## config.mk

```make
export PLATFORM = sky130hd
export DESIGN_NAME = conv_result_writer_flat
export DESIGN_NICKNAME = d
export VERILOG_FILES = /design/src/rtl/conv_result_writer_pkg.sv /design/src/rtl/conv_result_writer_if.sv /design/src/rtl/conv_result_writer_sync_fifo.sv /design/src/rtl/conv_result_writer.sv /design/src/flat_wrapper.sv
export SDC_FILE = /design/constraint.sdc
export NUM_CORES = 1
export LEC_CHECK = 0
export ABC_AREA = 1
export CORE_ASPECT_RATIO = 1.5
export CORE_MARGIN = 2
export CORE_UTILIZATION = 45
export CTS_CLUSTER_SIZE = 10
export DETAILED_ROUTE_END_ITERATION = 8
export GPL_ROUTABILITY_DRIVEN = 0
export PLACE_DENSITY = 0.71
export SLEW_MARGIN = 0
export SYNTH_ARGS = -nofsm -noshare
export SYNTH_HDL_FRONTEND = slang
export SYNTH_HIERARCHICAL = 1
export SYNTH_SLANG_ARGS = --single-unit
```

## constraint.sdc

```tcl
create_clock -name clk_i -period 4.25 [get_ports clk_i]
set_input_delay 0.85 -clock clk_i [delete_from_list [all_inputs] [get_ports clk_i]]
set_output_delay 0.85 -clock clk_i [all_outputs]
set_load 0.01 [all_outputs]
```

## src/rtl/conv_result_writer_pkg.sv

```systemverilog
// Shared frame constants and FSM encodings for the conv result writer.
package conv_result_writer_pkg;

  localparam int CONV_DATA_W     = 24;
  localparam int CONV_ADDR_W     = 17;
  localparam int CONV_WIDTH      = 480;
  localparam int CONV_HEIGHT     = 272;
  localparam int CONV_DEPTH      = CONV_WIDTH * CONV_HEIGHT;
  localparam int CONV_BASE_ADDR  = 0;
  localparam int CONV_FIFO_DEPTH = 4;

  localparam logic [1:0] S_IDLE  = 2'd0;
  localparam logic [1:0] S_RUN   = 2'd1;
  localparam logic [1:0] S_DRAIN = 2'd2;
  localparam logic [1:0] S_DONE  = 2'd3;

  // Bits needed to index 0..n-1, never less than one bit.
  function automatic int idx_width(input int n);
    return (n > 1) ? $clog2(n) : 1;
  endfunction

endpackage

```

## src/rtl/conv_result_writer_if.sv

```systemverilog
// Upstream result handshake plus BRAM write port of the result writer.
interface conv_result_writer_if
  import conv_result_writer_pkg::*;
#(
  parameter int DATA_W = CONV_DATA_W,
  parameter int ADDR_W = CONV_ADDR_W,
  parameter int ROW_W  = idx_width(CONV_HEIGHT),
  parameter int COL_W  = idx_width(CONV_WIDTH)
);
  logic              start;
  logic              valid;
  logic [DATA_W-1:0] pixel;
  logic              busy;
  logic              cs;
  logic              we;
  logic [ADDR_W-1:0] addr;
  logic [DATA_W-1:0] wdata;
  logic              wr_gnt;
  logic              done;
  logic              overflow;
  logic [ROW_W-1:0]  row_cnt;
  logic [COL_W-1:0]  col_cnt;

  modport master (
    output start, valid, pixel, wr_gnt,
    input  busy, cs, we, addr, wdata, done, overflow, row_cnt, col_cnt
  );

  modport slave (
    input  start, valid, pixel, wr_gnt,
    output busy, cs, we, addr, wdata, done, overflow, row_cnt, col_cnt
  );
endinterface

```

## src/rtl/conv_result_writer_sync_fifo.sv

```systemverilog
// Small show-ahead FIFO; a push into a full FIFO is taken only alongside a pop.
module sync_fifo #(
  parameter int DATA_W     = 24,
  parameter int FIFO_DEPTH = 4
) (
  input  logic                            clk_i,
  input  logic                            rst_ni,
  input  logic                            push_i,
  input  logic                            pop_i,
  input  logic [DATA_W-1:0]               din_i,
  output logic [DATA_W-1:0]               dout_o,
  output logic [$clog2(FIFO_DEPTH+1)-1:0] count_o,
  output logic                            full_o,
  output logic                            empty_o
);
  localparam int PTR_W = $clog2(FIFO_DEPTH);
  localparam int CNT_W = $clog2(FIFO_DEPTH + 1);

  logic [DATA_W-1:0] mem_q [FIFO_DEPTH];
  logic [PTR_W-1:0]  wr_ptr_q, rd_ptr_q;
  logic [CNT_W-1:0]  cnt_q;
  logic              do_push, do_pop;

  assign empty_o = (cnt_q == '0);
  assign full_o  = (cnt_q == CNT_W'(FIFO_DEPTH));
  assign do_pop  = pop_i && !empty_o;
  assign do_push = push_i && (!full_o || do_pop);
  assign dout_o  = mem_q[rd_ptr_q];
  assign count_o = cnt_q;

  // Pointers wrap naturally because the depth is a power of two.
  always_ff @(posedge clk_i) begin
    if (!rst_ni) begin
      wr_ptr_q <= '0;
      rd_ptr_q <= '0;
      cnt_q    <= '0;
    end else begin
      if (do_push) wr_ptr_q <= wr_ptr_q + PTR_W'(1);
      if (do_pop)  rd_ptr_q <= rd_ptr_q + PTR_W'(1);
      cnt_q <= cnt_q + CNT_W'(do_push) - CNT_W'(do_pop);
    end
  end

  // Storage needs no reset; emptiness is tracked by the count alone.
  always_ff @(posedge clk_i) begin
    if (do_push) mem_q[wr_ptr_q] <= din_i;
  end
endmodule

```

## src/rtl/conv_result_writer.sv

```systemverilog
// Conv pipeline back end: buffers MAC results and writes a frame in raster order.
//
//   state | meaning
//   IDLE  | waiting for start; busy held high, strobes dropped
//   RUN   | accepting results and writing them to BRAM
//   DRAIN | all pixels accepted; flushing the FIFO to BRAM
//   DONE  | single-cycle frame-complete pulse
module conv_result_writer
  import conv_result_writer_pkg::*;
#(
  parameter int          DATA_W     = CONV_DATA_W,
  parameter int          ADDR_W     = CONV_ADDR_W,
  parameter int          WIDTH      = CONV_WIDTH,
  parameter int          HEIGHT     = CONV_HEIGHT,
  parameter int          DEPTH      = CONV_DEPTH,
  parameter int unsigned BASE_ADDR  = CONV_BASE_ADDR,
  parameter int          FIFO_DEPTH = CONV_FIFO_DEPTH
) (
  input logic                 clk_i,
  input logic                 rst_ni,
  conv_result_writer_if.slave bus
);
  localparam int ROW_W  = idx_width(HEIGHT);
  localparam int COL_W  = idx_width(WIDTH);
  localparam int CW     = $clog2(DEPTH + 1);
  localparam int FCNT_W = $clog2(FIFO_DEPTH + 1);

  localparam logic [CW-1:0]     DEPTH_C = CW'(DEPTH);
  localparam logic [ADDR_W-1:0] BASE_C  = ADDR_W'(BASE_ADDR);

  logic [1:0]        state_q, state_d;
  logic [CW-1:0]     acc_q, acc_d, wr_q, wr_d;
  logic [ADDR_W-1:0] addr_q, addr_d, addr_last_q, addr_last_d;
  logic [DATA_W-1:0] pix_last_q, pix_last_d;
  logic [ROW_W-1:0]  row_q, row_d;
  logic [COL_W-1:0]  col_q, col_d;
  logic              busy_q, busy_d, ovf_q, ovf_d;

  logic              run, writing, push, pop, start_ok;
  logic [DATA_W-1:0] fifo_dout;
  logic [FCNT_W-1:0] fifo_cnt, fifo_cnt_nxt;
  logic              fifo_full, fifo_empty;

  assign run          = (state_q == S_RUN);
  assign writing      = run || (state_q == S_DRAIN);
  assign pop          = !fifo_empty && bus.wr_gnt && writing;
  assign push         = run && bus.valid && (!fifo_full || pop);
  assign start_ok     = (state_q == S_IDLE) && bus.start;
  assign fifo_cnt_nxt = fifo_cnt + FCNT_W'(push) - FCNT_W'(pop);

  sync_fifo #(
    .DATA_W     (DATA_W),
    .FIFO_DEPTH (FIFO_DEPTH)
  ) u_fifo (
    .clk_i   (clk_i),
    .rst_ni  (rst_ni),
    .push_i  (push),
    .pop_i   (pop),
    .din_i   (bus.pixel),
    .dout_o  (fifo_dout),
    .count_o (fifo_cnt),
    .full_o  (fifo_full),
    .empty_o (fifo_empty)
  );

  // Next-state, counters, address and sticky overflow.
  always_comb begin
    state_d     = state_q;
    acc_d       = acc_q;
    wr_d        = wr_q;
    addr_d      = addr_q;
    addr_last_d = addr_last_q;
    pix_last_d  = pix_last_q;
    row_d       = row_q;
    col_d       = col_q;
    ovf_d       = ovf_q;

    if (start_ok) begin
      acc_d       = '0;
      wr_d        = '0;
      addr_d      = BASE_C;
      addr_last_d = BASE_C;
      row_d       = '0;
      col_d       = '0;
      ovf_d       = 1'b0;
    end

    if (push) acc_d = acc_q + CW'(1);

    if (pop) begin
      wr_d        = wr_q + CW'(1);
      addr_d      = addr_q + ADDR_W'(1);
      addr_last_d = addr_q;
      pix_last_d  = fifo_dout;
      if (col_q == COL_W'(WIDTH - 1)) begin
        col_d = '0;
        row_d = row_q + ROW_W'(1);
      end else begin
        col_d = col_q + COL_W'(1);
      end
    end

    // Any strobe that does not land in the FIFO is lost.
    if (bus.valid && !push) ovf_d = 1'b1;

    case (state_q)
      S_IDLE:  if (bus.start) state_d = S_RUN;
      S_RUN:   if (acc_d == DEPTH_C) state_d = (wr_d == DEPTH_C) ? S_DONE : S_DRAIN;
      S_DRAIN: if (wr_d == DEPTH_C) state_d = S_DONE;
      S_DONE:  state_d = S_IDLE;
      default: state_d = S_IDLE;
    endcase

    // Raised one entry early so a strobe already in flight still fits.
    busy_d = (state_d != S_RUN) ||
             (fifo_cnt_nxt >= FCNT_W'(FIFO_DEPTH - 1)) ||
             (acc_d == DEPTH_C);
  end

  // State registers with synchronous active-low reset.
  always_ff @(posedge clk_i) begin
    if (!rst_ni) begin
      state_q     <= S_IDLE;
      acc_q       <= '0;
      wr_q        <= '0;
      addr_q      <= BASE_C;
      addr_last_q <= BASE_C;
      pix_last_q  <= '0;
      row_q       <= '0;
      col_q       <= '0;
      busy_q      <= 1'b1;
      ovf_q       <= 1'b0;
    end else begin
      state_q     <= state_d;
      acc_q       <= acc_d;
      wr_q        <= wr_d;
      addr_q      <= addr_d;
      addr_last_q <= addr_last_d;
      pix_last_q  <= pix_last_d;
      row_q       <= row_d;
      col_q       <= col_d;
      busy_q      <= busy_d;
      ovf_q       <= ovf_d;
    end
  end

  // BRAM port shows the live write on a pop, otherwise holds the last write.
  assign bus.cs       = pop;
  assign bus.we       = pop;
  assign bus.addr     = pop ? addr_q : addr_last_q;
  assign bus.wdata    = pop ? fifo_dout : pix_last_q;
  assign bus.busy     = busy_q;
  assign bus.done     = (state_q == S_DONE);
  assign bus.overflow = ovf_q;
  assign bus.row_cnt  = row_q;
  assign bus.col_cnt  = col_q;
endmodule
```

## src/flat_wrapper.sv

```systemverilog
// flat-port wrapper written by rule: the top's interface ports become plain ports
module conv_result_writer_flat import conv_result_writer_pkg::*;
#(
  parameter int          DATA_W     = CONV_DATA_W,
  parameter int          ADDR_W     = CONV_ADDR_W,
  parameter int          WIDTH      = CONV_WIDTH,
  parameter int          HEIGHT     = CONV_HEIGHT,
  parameter int          DEPTH      = CONV_DEPTH,
  parameter int unsigned BASE_ADDR  = CONV_BASE_ADDR,
  parameter int          FIFO_DEPTH = CONV_FIFO_DEPTH
)
  (clk_i, rst_ni, bus_start, bus_valid, bus_pixel, bus_wr_gnt, bus_busy, bus_cs, bus_we, bus_addr, bus_wdata, bus_done, bus_overflow, bus_row_cnt, bus_col_cnt);
  conv_result_writer_if #(.DATA_W(DATA_W), .ADDR_W(ADDR_W)) bus_i ();
  input logic clk_i;
  input logic rst_ni;
  input wire logic [$bits(bus_i.start)-1:0] bus_start;
  input wire logic [$bits(bus_i.valid)-1:0] bus_valid;
  input wire logic [$bits(bus_i.pixel)-1:0] bus_pixel;
  input wire logic [$bits(bus_i.wr_gnt)-1:0] bus_wr_gnt;
  output wire logic [$bits(bus_i.busy)-1:0] bus_busy;
  output wire logic [$bits(bus_i.cs)-1:0] bus_cs;
  output wire logic [$bits(bus_i.we)-1:0] bus_we;
  output wire logic [$bits(bus_i.addr)-1:0] bus_addr;
  output wire logic [$bits(bus_i.wdata)-1:0] bus_wdata;
  output wire logic [$bits(bus_i.done)-1:0] bus_done;
  output wire logic [$bits(bus_i.overflow)-1:0] bus_overflow;
  output wire logic [$bits(bus_i.row_cnt)-1:0] bus_row_cnt;
  output wire logic [$bits(bus_i.col_cnt)-1:0] bus_col_cnt;
  assign bus_i.start = bus_start;
  assign bus_i.valid = bus_valid;
  assign bus_i.pixel = bus_pixel;
  assign bus_i.wr_gnt = bus_wr_gnt;
  assign bus_busy = bus_i.busy;
  assign bus_cs = bus_i.cs;
  assign bus_we = bus_i.we;
  assign bus_addr = bus_i.addr;
  assign bus_wdata = bus_i.wdata;
  assign bus_done = bus_i.done;
  assign bus_overflow = bus_i.overflow;
  assign bus_row_cnt = bus_i.row_cnt;
  assign bus_col_cnt = bus_i.col_cnt;
  conv_result_writer #(.DATA_W(DATA_W), .ADDR_W(ADDR_W), .WIDTH(WIDTH), .HEIGHT(HEIGHT), .DEPTH(DEPTH), .BASE_ADDR(BASE_ADDR), .FIFO_DEPTH(FIFO_DEPTH)) u_core (.clk_i(clk_i), .rst_ni(rst_ni), .bus(bus_i));
endmodule
```

==> impl_metrics.xml <==
<?xml version="1.0" encoding="UTF-8"?>
<metrics>
  <group name="synth">
    <metric name="ys.warnings.count" unit="">6</metric>
    <metric name="synth_nets" unit="">1237</metric>
    <metric name="synth_top_flop_cell" unit="">sky130_fd_sc_hd__dfxtp_1</metric>
    <metric name="synth_top_area_frac" unit="">0.284</metric>
    <metric name="post_synth_inst_count" unit="">1189</metric>
    <metric name="synth_edf_count" unit="">96</metric>
    <metric name="synth_sequential_area_ratio" unit="">0.526</metric>
    <metric name="synth.area.top_cells" unit="">sky130_fd_sc_hd__edfxtp_1, sky130_fd_sc_hd__dfxtp_1, sky130_fd_sc_hd__nand2_1</metric>
    <metric name="synth-async-reset-ratio" unit="">0</metric>
    <metric name="netlist.top_cell.by_area" unit="">sky130_fd_sc_hd__edfxtp_1</metric>
    <metric name="syn_avg_cell_area" unit="um^2">8.55</metric>
    <metric name="syn_area" unit="um^2">10200</metric>
    <metric name="synth_cell_types" unit="">50</metric>
    <metric name="ys_ff_latch" unit="">219</metric>
  </group>
  <group name="die">
    <metric name="design.portCount" unit="">93</metric>
    <metric name="start_util" unit="">0.456</metric>
    <metric name="floorplan.die.width" unit="um">127</metric>
    <metric name="rows" unit="">67</metric>
    <metric name="die_area" unit="um^2">23800</metric>
    <metric name="placeableCoreArea" unit="um^2">22300</metric>
    <metric name="die_y" unit="um">188</metric>
  </group>
  <group name="timing">
    <metric name="clock_skews" unit="ps">12.6</metric>
    <metric name="setup-tns-final" unit="ps">0</metric>
    <metric name="report.final.hold_viol_count" unit="">0</metric>
    <metric name="layout_setup_ws" unit="ps">549</metric>
    <metric name="max-slew-margin-rel" unit="">0.448</metric>
    <metric name="final_period_minus_worst_setup_slack" unit="ps">3700</metric>
    <metric name="drv_slew" unit="">0</metric>
    <metric name="achievable-frequency" unit="MHz">270</metric>
    <metric name="worst-slew-pin-transition" unit="ps">826</metric>
    <metric name="setup_viol" unit="">0</metric>
    <metric name="grt_setup_unrepaired" unit="">no</metric>
    <metric name="fin_crit_sh" unit="">0.871</metric>
  </group>
  <group name="clock_network">
    <metric name="post_cts_hold_buffer_count" unit="">0</metric>
    <metric name="number_of_buffers_added_by_the_clock_tree_synthesis_step" unit="">26</metric>
    <metric name="post_cts_resized" unit="">0</metric>
    <metric name="cts-root-buf" unit="">sky130_fd_sc_hd__clkbuf_16</metric>
    <metric name="clock_latency_on_the_worst_skew_pair" unit="ps">520</metric>
    <metric name="cts_sink_cnt" unit="">219</metric>
    <metric name="clk_transition_reported_paths" unit="ps">50</metric>
    <metric name="ctsLongestPathBuffers" unit="">3</metric>
    <metric name="cts_tree" unit="">yes</metric>
    <metric name="postCtsSetupBuffers" unit="">0</metric>
    <metric name="cts.htree.levels" unit="">1</metric>
  </group>
  <group name="grt">
    <metric name="grt-ovfl-total" unit="">0</metric>
    <metric name="global_route_wire_length_before_repair" unit="mm">36.0</metric>
    <metric name="groute.usage.overall" unit="">0.182</metric>
    <metric name="grt_antenna_before_repair" unit="">0</metric>
    <metric name="grt_start_max_net_pins" unit="">98</metric>
    <metric name="via_count_of_the_first_global_routing_pass" unit="">7681</metric>
  </group>
  <group name="finish">
    <metric name="mostFrequentLayoutCell" unit="">sky130_fd_sc_hd__nand2_1</metric>
    <metric name="post_route_cells_drive_above_1_share" unit="">0.117</metric>
    <metric name="multi_input_area" unit="um^2">4100</metric>
    <metric name="antenna_cells" unit="">0</metric>
    <metric name="layout_common_cells" unit="">sky130_fd_sc_hd__nand2_1, sky130_fd_sc_hd__nor2_1, sky130_fd_sc_hd__inv_1</metric>
    <metric name="layout.filler_cells" unit="">2008</metric>
    <metric name="finalInstanceArea" unit="um^2">12100</metric>
    <metric name="nNetsFinal" unit="">1330</metric>
    <metric name="seq_area" unit="um^2">5350</metric>
    <metric name="area_growth_syn_to_layout" unit="%">19.1</metric>
  </group>
  <group name="detailed_routing">
    <metric name="detail_route.first_pass.iterations" unit="">5</metric>
    <metric name="dr.first_iter.drc_count" unit="">441</metric>
    <metric name="antenna_left" unit="">0</metric>
    <metric name="detail_route.wl_per_cell" unit="um">13.9</metric>
    <metric name="detail_route.wirelength" unit="mm">21.9</metric>
    <metric name="drt_drc_violations_left" unit="">0</metric>
    <metric name="routed_via_density" unit="">5.10</metric>
    <metric name="vias" unit="">8010</metric>
  </group>
  <group name="pwr">
    <metric name="internal_power" unit="uW">3570</metric>
    <metric name="clock_power_share" unit="">0.431</metric>
    <metric name="p_sw" unit="uW">1030</metric>
    <metric name="share_of_total_power_in_combinational_logic" unit="">0.078</metric>
    <metric name="power_switching_share" unit="">0.224</metric>
    <metric name="pwr_density_cell" unit="nW/um^2">381</metric>
    <metric name="max_ir_drop_vdd" unit="uV">395</metric>
    <metric name="p_leak" unit="uW">0.00476</metric>
    <metric name="p_total" unit="uW">4610</metric>
    <metric name="part_of_the_total_power_dissipated_in_sequential_elements" unit="">0.491</metric>
  </group>
  <group name="placement">
    <metric name="hpwl" unit="mm">14.6</metric>
    <metric name="dp_slack" unit="ps">506</metric>
    <metric name="port-buffer-count" unit="">92</metric>
    <metric name="dpl_cell_area" unit="um^2">11400</metric>
  </group>
  <group name="critical_path">
    <metric name="required" unit="ps">3400</metric>
    <metric name="timing.critical_path.from_type" unit="">primary input</metric>
    <metric name="critical_path_class" unit="">in -&gt; out</metric>
    <metric name="worst-r2r-setup-slack" unit="ps">1220</metric>
    <metric name="worst_setup_path_end_kind" unit="">primary output</metric>
    <metric name="timing.critical_path.fanout_max" unit="">28</metric>
    <metric name="arrival" unit="ps">2850</metric>
  </group>
  <group name="hold_path">
    <metric name="hold_class" unit="">reg -&gt; reg</metric>
  </group>
  <group name="flow_run">
    <metric name="max-cap-violations" unit="">0</metric>
  </group>
  <group name="status">
    <metric name="status" unit="">finished clean</metric>
  </group>
</metrics>
## through the flow
stage / utilization / cells / hold WS, ps
after floorplan: - / 1189 / 437
after global placement: 0.509 / 1530 / 448
after detailed placement: 0.509 / 1530 / 452
after CTS: 0.543 / 1572 / 461
after global routing: 0.543 / 1572 / 480
final: 0.543 / 1572 / 461
## power by group through the flow
stage	registers (uW)	logic, uW	clock network (uW)
3_5_place_dp	2310	365	0
5_1_grt	2270	401	2120
3_3_place_gp	2300	360	0
4_1_cts	2260	367	2040
6_report	2260	362	1980
2_1_floorplan	2300	218	0
## layer usage
layer,GRT usage,wire length (um)
met4,0.0583,542
met2,0.342,11300
met1,0.211,9110
met3,0.0260,933
met5,0,0
## synth_stat cells, types with 17 or more instances
master,n
sky130_fd_sc_hd__a21oi_1,58
sky130_fd_sc_hd__clkbuf_1,21
sky130_fd_sc_hd__dfxtp_1,123
sky130_fd_sc_hd__edfxtp_1,96
sky130_fd_sc_hd__ha_1,17
sky130_fd_sc_hd__inv_1,126
sky130_fd_sc_hd__nand2_1,250
sky130_fd_sc_hd__nand3_1,51
sky130_fd_sc_hd__nor2_1,161
sky130_fd_sc_hd__nor2_2,27
sky130_fd_sc_hd__o21ai_0,82
sky130_fd_sc_hd__o22ai_2,20
sky130_fd_sc_hd__or2_2,25
## worst max-delay path, cell delays in order
cell and delay [ps]:
sky130_fd_sc_hd__clkdlybuf4s50_1 540, sky130_fd_sc_hd__nand3_4 360, sky130_fd_sc_hd__buf_4 310, sky130_fd_sc_hd__o21ai_0 240
sky130_fd_sc_hd__inv_1 70, sky130_fd_sc_hd__clkdlybuf4s50_1 480
## state kept, by name (all words and copies together) (netlist names), named ones only
signal and flops:
u_core/bus.overflow 1, u_core/state_q 2, u_core/u_fifo/count_o 3, u_core/u_fifo/mem_q 96, u_core/wr_q 17, u_core/u_fifo/wr_ptr_q 2
u_core/acc_q 17, u_core/pix_last_q 24, u_core/addr_q 17, u_core/u_fifo/rd_ptr_q 2, u_core/bus.busy 1, u_core/bus.row_cnt 9
u_core/addr_last_q 17, u_core/bus.col_cnt 9
## cell families (layout without fill, tap and decap cells)
| logic type | after synthesis | after routing | share of synthesized area |
|---|---|---|---|
| flops | 219 | 219 | 0.526 |
| simple gates | 569 | 569 | 0.250 |
| fa+ha+maj | 19 | 19 | 0.0249 |
| buf+inv | 177 | 284 | 0.0722 |
| compound gates | 198 | 198 | 0.121 |
| xor+xnor | 7 | 7 | 0.00603 |
## path summary, 6_finish.rpt
| kind | startpoint | depth (start not counted) | end |
|---|---|---|---|
| min | u_core/addr_last_q[11] | 2 | u_core/addr_last_q[11] |
| max reg2reg | u_core/state_q[0] | 17 | u_core/bus.busy |
| max | bus_wr_gnt | 6 | bus_wdata[11] |
| min reg2reg | u_core/addr_last_q[11] | 2 | u_core/addr_last_q[11] |
## cell type report
| cell class | instances | area share |
|---|---|---|
| well taps | 276 | 0.0285 |
| clock inverters | 3 | 0.00455 |
| flip-flops and latches | 219 | 0.442 |
| clock buffers | 39 | 0.0578 |
| repair buffers | 109 | 0.0876 |
| inverters | 133 | 0.0414 |
| multi-input cells | 793 | 0.338 |
Note: power is estimated with default switching activity, not from simulation.
